<file path="config.mk">
export PLATFORM = sky130hd
export DESIGN_NAME = mem_port_arbiter
export DESIGN_NICKNAME = d
export VERILOG_FILES = /design/src/rtl/mem_port_arbiter.sv
export SDC_FILE = /design/constraint.sdc
export NUM_CORES = 1
export LEC_CHECK = 0
export ABC_AREA = 1
export BUFFER_PORTS_ARGS = -buffer_cell sky130_fd_sc_hd__buf_2
export CORE_ASPECT_RATIO = 0.7
export CORE_MARGIN = 10
export CORE_UTILIZATION = 49
export CTS_BUF_LIST = sky130_fd_sc_hd__clkbuf_8
export CTS_CLUSTER_SIZE = 14
export DETAILED_ROUTE_END_ITERATION = 6
export GPL_TIMING_DRIVEN = 0
export PLACE_DENSITY = 0.91
export SYNTH_ARGS = -nofsm -noshare
export SYNTH_HDL_FRONTEND = slang
export SYNTH_SLANG_ARGS = --single-unit
</file>
<file path="constraint.sdc">
create_clock -name clock -period 2.3 [get_ports clock]
set_clock_uncertainty 0.2 [all_clocks]
set_input_delay 0.46 -clock clock [delete_from_list [all_inputs] [get_ports clock]]
set_output_delay 0.46 -clock clock [all_outputs]
set_load 0.03 [all_outputs]
</file>
<file path="src/rtl/mem_port_arbiter.sv">
// mem_port_arbiter
//   Shares one memory port between an instruction-fetch requester and a
//   load/store requester. Data requests normally win; after STREAK_MAX
//   consecutive data grants while fetch is waiting, fetch gets the next slot.
//   Each access is latched into command registers, held on the memory port
//   until mem_ready, then completed with a one-cycle done pulse. The FSM always
//   passes through IDLE between accesses.
//
// Ports
//   clock, reset          single clock, asynchronous active-low reset
//   if_req/if_addr        fetch request (held until if_done) and address
//   if_done/if_rdata      fetch completion pulse and fetched word
//   d_req/d_wEn/d_addr/d_wdata  load/store request (wEn=1 store)
//   d_done/d_rdata        data completion pulse and load result
//   mem_req/mem_wEn/mem_addr/mem_wdata  memory command
//   mem_rdata/mem_ready   memory response (ready after 1..N cycles)
//   busy                  high whenever the FSM is not in IDLE
module mem_port_arbiter #(
  parameter int ADDRESS_BITS = 16,
  parameter int STREAK_MAX   = 4    // must be >= 1
) (
  input  logic                    clock,
  input  logic                    reset,
  input  logic                    if_req,
  input  logic [ADDRESS_BITS-1:0] if_addr,
  output logic                    if_done,
  output logic [31:0]             if_rdata,
  input  logic                    d_req,
  input  logic                    d_wEn,
  input  logic [ADDRESS_BITS-1:0] d_addr,
  input  logic [31:0]             d_wdata,
  output logic                    d_done,
  output logic [31:0]             d_rdata,
  output logic                    mem_req,
  output logic                    mem_wEn,
  output logic [ADDRESS_BITS-1:0] mem_addr,
  output logic [31:0]             mem_wdata,
  input  logic [31:0]             mem_rdata,
  input  logic                    mem_ready,
  output logic                    busy
);

  localparam int STREAK_W = $clog2(STREAK_MAX + 1);
  localparam logic [STREAK_W-1:0] STREAK_TOP = STREAK_W'(STREAK_MAX);

  typedef enum logic [1:0] {IDLE, BUSY_I, BUSY_D} state_t;

  state_t state, state_nxt;

  logic                    grant_i, grant_d;  // arbitration result in IDLE
  logic                    cpl_i, cpl_d;      // access completes on this edge
  logic [STREAK_W-1:0]     streak;
  logic [ADDRESS_BITS-1:0] cmd_addr;
  logic                    cmd_wen;
  logic [31:0]             cmd_wdata;

  // State register
  always_ff @(posedge clock or negedge reset) begin
    if (!reset) state <= IDLE;
    else        state <= state_nxt;
  end

  // Next state, grant and completion strobes
  always_comb begin
    state_nxt = state;
    grant_i   = 1'b0;
    grant_d   = 1'b0;
    cpl_i     = 1'b0;
    cpl_d     = 1'b0;
    case (state)
      IDLE: begin
        // Fetch only beats a pending data request once the streak is full.
        if (if_req && (!d_req || streak == STREAK_TOP)) begin
          grant_i   = 1'b1;
          state_nxt = BUSY_I;
        end else if (d_req) begin
          grant_d   = 1'b1;
          state_nxt = BUSY_D;
        end
      end
      BUSY_I: begin
        if (mem_ready) begin
          cpl_i     = 1'b1;
          state_nxt = IDLE;
        end
      end
      BUSY_D: begin
        if (mem_ready) begin
          cpl_d     = 1'b1;
          state_nxt = IDLE;
        end
      end
      default: state_nxt = IDLE;
    endcase
  end

  // Command registers, streak counter, done pulses and read-data capture
  always_ff @(posedge clock or negedge reset) begin
    if (!reset) begin
      streak    <= '0;
      cmd_addr  <= '0;
      cmd_wen   <= 1'b0;
      cmd_wdata <= '0;
      if_done   <= 1'b0;
      d_done    <= 1'b0;
      if_rdata  <= '0;
      d_rdata   <= '0;
    end else begin
      if_done <= cpl_i;
      d_done  <= cpl_d;

      if (grant_i) begin
        // Fetches are always reads; zero wdata keeps the bus quiet.
        cmd_addr  <= if_addr;
        cmd_wen   <= 1'b0;
        cmd_wdata <= '0;
        streak    <= '0;
      end

      if (grant_d) begin
        cmd_addr  <= d_addr;
        cmd_wen   <= d_wEn;
        cmd_wdata <= d_wdata;
        // Count only data grants that made fetch wait; saturate at the top.
        if (!if_req)                  streak <= '0;
        else if (streak != STREAK_TOP) streak <= streak + 1'b1;
      end

      if (cpl_i)             if_rdata <= mem_rdata;
      if (cpl_d && !cmd_wen) d_rdata  <= mem_rdata;
    end
  end

  assign mem_req   = (state != IDLE);
  assign busy      = (state != IDLE);
  assign mem_addr  = cmd_addr;
  assign mem_wEn   = cmd_wen;
  assign mem_wdata = cmd_wdata;

endmodule
</file>
==> results of run 1 <==
[state kept, by name, summed over array words and instances, names as in the netlist]
signal,flops
streak,3
mem_wEn,1
mem_wdata,32
if_rdata,32
d_done,1
d_rdata,32
mem_addr,16
state,2
if_done,1
[Yosys cell counts]
master / number / area share
dfrtp_1: 120 / 0.60
inv_2: 1 / 0.00075
buf_6: 4 / 0.0090
nand4_1: 16 / 0.020
a21oi_1: 3 / 0.0030
o211ai_1: 1 / 0.0015
ha_1: 5 / 0.013
or2_4: 1 / 0.0018
or2_1: 1 / 0.0013
buf_2: 10 / 0.010
o22ai_1: 1 / 0.0013
clkbuf_1: 11 / 0.0083
nand2_1: 222 / 0.17
buf_4: 5 / 0.0075
buf_1: 1 / 0.00075
nand3_4: 1 / 0.0035
nand3_1: 2 / 0.0020
nand2_4: 2 / 0.0045
o21ai_1: 2 / 0.0020
nand2_2: 1 / 0.0013
inv_1: 75 / 0.056
nor2_1: 3 / 0.0023
o21ai_0: 82 / 0.082
[final timing paths]
path,endpoint,depth (start not counted),from
max,mem_req,5,state[1]
min,mem_wdata[21],3,d_wdata[21]
max reg2reg,mem_wdata[29],10,streak[0]
min reg2reg,mem_addr[10],2,mem_addr[10]
max in group asynchronous,mem_addr[14],3,reset
min in group asynchronous,mem_wdata[20],2,reset
[logic make-up (layout without fill, tap and decap cells)]
logic type	count (synthesis)	after routing	share of synthesized area
compound gates	89	89	0.0900
flops	120	120	0.601
simple gates	249	249	0.203
fa+ha+maj	5	5	0.0125
buf+inv	107	360	0.0927
[cells in the final DEF (no fill, tap or decap), drive strengths merged]
| cell | count |
|---|---|
| o21ai | 84 |
| o22ai | 1 |
| nand4 | 16 |
| or2 | 2 |
| nor2 | 3 |
| o211ai | 1 |
| nand2 | 225 |
| inv | 78 |
| nand3 | 3 |
| clkinv | 4 |
| bufinv | 3 |
| clkbuf | 30 |
| dfrtp | 120 |
| buf | 240 |
| clkinvlp | 4 |
| ha | 5 |
| dlygate4sd3 | 1 |
| a21oi | 3 |
[critical path, cell delays in order, from the launching register on]
cell     delay (ps)
dfrtp_1         400
inv_1           120
ha_4            200
inv_1            90
buf_4           130
buf_2           170
[report_power, final]
part	total (µW)	leakage, µW	switching (µW)	internal [µW]
logic	5230	0.00229	3760	1470
registers	3610	0.00152	515	3090
clock network	1970	0.000205	847	1120
[area by class of cell]
class | instances | area [µm²] | area share
plain buffers | 30 | 170 | 0.0253
clock buffers | 19 | 262 | 0.0389
clock inverters | 13 | 153 | 0.0227
inverters | 76 | 285 | 0.0424
multi-input cells | 343 | 1540 | 0.229
flip-flops and latches | 120 | 3000 | 0.447
well taps | 128 | 160 | 0.0238
repair buffers | 222 | 1150 | 0.171
[layer usage]
metal  up-vias  track usage  share of wire
met5         -            0              0
met4         0       0.0515         0.0096
li1       2246            -              -
met1      2170        0.243           0.42
met3        19       0.0894           0.10
met2       189        0.315           0.47
[metrics by stage]
| step | area [µm²] | power, µW | setup slack [ps] | TNS, ps | cells |
|---|---|---|---|---|---|
| floorplan | 4990 | 7060 | 331 | 0 | 570 |
| global placement | 6240 | 8680 | -893 | -105820 | 916 |
| detailed placement | 6280 | 8850 | 248 | 0 | 917 |
| CTS | 6710 | 10900 | 12.6 | 0 | 949 |
| global route | 6720 | 11500 | 42.9 | 0 | 951 |
| finish | 6720 | 10800 | 118 | 0 | 951 |
[repair_timing]
item | in CTS | in global routing
gates resized for setup | 3 | 0
hold buffers | 1 | 0
hold endpoints to repair | 36 | 0
setup buffers | 0 | 2
pin swaps | 0 | 1
setup endpoints to repair | 2 | 1
==> metrics.cfg, run 1 <==
[pwr]
vdd_drop_max_v=0.000990
p_per_area_mw_per_mm2=1610
p_leak_uw=0.00401

[sta]
timing.fmax_mhz=458
min_period_ps=2180
setup_viol=0
worst_hold_slack_ps=34.8
rsz0062_at_grt=no
slew_headroom=0.692
period_share=0.949
finalHoldViolCount=0
finalMaxSlewViolations=0
worst_pin_slew_ps=462

[critical_path]
worstPathRequired_ps=1640
worstSetupStartpointType=register
crit_type=register to output pin
rrSetupSlack_ps=400
cp_max_fo=5
arrival_ps=1520
end_kind=output pin

[die]
die_h_um=104
io_pins=219
initial_utilization=0.508
die_w_um=141
die_area_mm2=0.0147
std_cell_rows=30
core_mm2=0.00983

[detailed_routing]
first_iter_violations=228
drcViolationCount=0
drt_pass1_iterations=4
post_drt_wl_per_cell_um=16.1
drt.antenna.violating_nets=0
wirelength_mm=15.3
routed_via_density=4.86
num_vias=4624

[outcome]
status=finished clean

[yosys]
ys_seq_elements=120
synthesis.area_mm2=0.00499
yosysUniqueCellTypes=23
netlist_instances=570
syn_area_per_cell_um2=8.76
ys_warn_count=0
ys_seq_area_frac=0.601
synth.net_count=677

[clock_tree]
clkTransAtPathRegs_ps=70
h-tree-depth=4
clock_path_buffers=2
insertion_delay_ps=410
cts_tree=done
cts.sinks=120
numCtsBuffers=17
root_buffer=clkbuf_8

[grt]
antenna_found_initial=0
first_global_vias=4714
grt_max_degree=85
grt_pass1_wl_mm=24.0
grt_overflow=0
grt_usage=0.200

[cells_and_area]
nets=917
utilization=0.684
diodes=0
area_growth_pct=34.6
fill_cells=792
drive_gt1_frac=0.338

[place]
portBuffers=218
gp_congestion=0.878
hpwlAfterDp_mm=11.6

[flow_run]
max-cap-violations=0

[min_path]
hp-class=input port to register

No activity file was read; power rests on OpenSTA's default activity.
==> run 2: changes to the inputs <==
--- a/config.mk
+++ b/config.mk
@@ -15,6 +15,7 @@
 export DETAILED_ROUTE_END_ITERATION = 6
 export GPL_TIMING_DRIVEN = 0
 export PLACE_DENSITY = 0.91
+export SETUP_SLACK_MARGIN = 0.4
 export SYNTH_ARGS = -nofsm -noshare
 export SYNTH_HDL_FRONTEND = slang
 export SYNTH_SLANG_ARGS = --single-unit
==> run 2 against run 1 <==
Sequential share of layout area decreased by 1.0 points. Sequential cell count unchanged. Power increased by 1.6%. Die area unchanged. Worst hold slack got worse by 14 ps. Largest power group unchanged. Highest routed layer unchanged.
==> metrics.cfg, run 2 (synthesis gave the netlist of run 1 again) <==
[sta]
worst_pin_slew_ps=514  ; +51.7 ps
rsz0062_at_grt=yes
finalMaxSlewViolations=0  ; unchanged
final.setup.worst_slack_ps=161  ; +43.2 ps
slew_headroom=0.658  ; -0.0345
worst_hold_slack_ps=20.8  ; -14.0 ps
period_share=0.930  ; -0.0188
setup_viol=0  ; unchanged
finalHoldViolCount=0  ; unchanged
min_period_ps=2140  ; -43.2 ps
timing.fmax_mhz=468  ; +2.0%

[grt]
grt_usage=0.210  ; +0.00987
grt_overflow=0  ; unchanged
antenna_found_initial=0  ; unchanged
grt_pass1_wl_mm=25.1  ; +4.9%
grt_max_degree=65  ; -24%
first_global_vias=4921  ; +4.4%

[detailed_routing]
first_iter_violations=293  ; +29%
wirelength_mm=15.7  ; +2.7%
drt_pass1_iterations=4  ; unchanged
drt.antenna.violating_nets=0  ; unchanged
drcViolationCount=0  ; unchanged
post_drt_wl_per_cell_um=16.3  ; +1.4%
num_vias=4728  ; +2.2%
routed_via_density=4.91  ; +0.98%

[critical_path]
end_kind=output pin
worstSetupStartpointType=register
cp_num_buf_inv=5  ; +1
worstPathRequired_ps=1640  ; about the same
crit_type=register to output pin
path_delay_family=buffers and inverters
slowest_stage=dfrtp_1
crit_top_cell=buf_6
crit_chain=inv_2 > ha_4 > buf_8 > clkinvlp_4 > buf_6 > buf_6
cp_max_fo=3  ; -2
cpPeakStageDelay_ps=380  ; -20 ps
arrival_ps=1480  ; -40 ps

[min_path]
hp-class=input port to register

[pwr]
power_uw=11000  ; +1.6%
p_per_area_mw_per_mm2=1590  ; -0.78%
vdd_drop_max_v=0.000931  ; -5.9%
p_leak_uw=0.00409  ; +2.0%

[cells_and_area]
diodes=0  ; unchanged
area_growth_pct=37.8
fill_cells=713  ; -10%
layout_common_cells=nand2_1, buf_2, dfrtp_1
nets=929  ; +1.3%
drive_gt1_frac=0.362  ; +0.0239

[die]
core_mm2=0.00983  ; unchanged
die_h_um=104  ; unchanged
die_w_um=141  ; unchanged
initial_utilization=0.508  ; unchanged
die_area_mm2=0.0147  ; unchanged
io_pins=219  ; unchanged
std_cell_rows=30  ; unchanged

[clock_tree]
numCtsBuffers=17  ; unchanged
cts.sinks=120  ; unchanged
root_buffer=clkbuf_8
clock_path_buffers=2  ; unchanged
insertion_delay_ps=430  ; +20 ps
cts_tree=done
h-tree-depth=4  ; unchanged
clkTransAtPathRegs_ps=80  ; about the same

[place]
dp_slack_ps=324  ; +76.4 ps
gp_congestion=0.885  ; +0.75%
hpwlAfterDp_mm=11.7  ; +0.95%
portBuffers=218  ; unchanged

[outcome]
status=finished clean

[flow_run]
max-cap-violations=0  ; unchanged

==> run 2: changes by cell type in the layout (fill, tap and decap cells not counted), sizes merged <==
cell,change
nand3,+1
dlygate4sd3,+2
clkbuf,+3
bufinv,-1
clkinvlp,+2
clkinv,-1
inv,-1
buf,+7
==> run 2: power by group <==
| group | total (µW) | switching, µW | internal, µW |
|---|---|---|---|
| clock | 1900 | 855 | 1040 |
| combinational | 5460 | 3850 | 1620 |
| sequential | 3610 | 520 | 3100 |
| total | 11000 | 5220 | 5750 |
==> run 2: layout make-up <==
cell class | instances | area (µm²) | area share
Buffer | 31 | 231 | 0.0336
Clock buffer | 20 | 275 | 0.0400
Clock inverter | 12 | 128 | 0.0185
Inverter | 76 | 292 | 0.0424
Multi-Input combinational cell | 344 | 1560 | 0.226
Sequential cell | 120 | 3000 | 0.436
Tap cell | 128 | 160 | 0.0233
Timing Repair Buffer | 232 | 1240 | 0.180
==> run 2: final timing paths <==
kind,start,end,slack (ps),cells past startpoint
setup / recovery,state[1],mem_req,160,6
hold / removal,d_wdata[19],mem_wdata[19],20,3
setup reg to reg,state[0],d_rdata[7],490,9
hold reg to reg,mem_wdata[1],mem_wdata[1],270,2
max in group asynchronous,reset,if_rdata[1],850,3
min in group asynchronous,reset,mem_wdata[17],350,2
==> run 2: stage by stage <==
| stage | area, µm² | instances | TNS (ps) | utilization |
|---|---|---|---|---|
| CTS | 6790 | 958 | 0 | 0.691 |
| global placement | 6260 | 916 | -102330 | 0.637 |
| global route | 6880 | 963 | 0 | 0.700 |
| floorplan | 5010 | 570 | 0 | - |
| detailed placement | 6290 | 917 | 0 | 0.640 |
| finish | 6880 | 963 | 0 | 0.700 |
==> run 2: metal layers <==
| metal | part of all wire | vias to the layer above | GRT usage |
|---|---|---|---|
| met5 | 0 | - | 0 |
| met4 | 0.022 | 0 | 0.0794 |
| met3 | 0.10 | 33 | 0.0917 |
| met2 | 0.46 | 212 | 0.324 |
| met1 | 0.41 | 2224 | 0.252 |
| li1 | - | 2259 | - |
==> run 2: what timing repair did <==
| item | 4_1_cts | 5_1_grt |
|---|---|---|
| endpoints found under the hold margin | 58 | 0 |
| endpoints found under the setup margin | 20 | 98 |
| hold buffers | 3 | 0 |
| cloned | 0 | 1 |
| setup buffers | 6 | 4 |
| pin swaps | 1 | 2 |
| gates resized for setup | 10 | 41 |
==> run 2: worst reg2reg max path: stages, from the launching register on <==
cell and delay [ps]:
dfrtp_1 390, inv_2 80, buf_4 100, ha_1 130, nand2_1 60, or2_1 230
buf_6 150, buf_4 180, nand2_1 90, o21ai_0 90
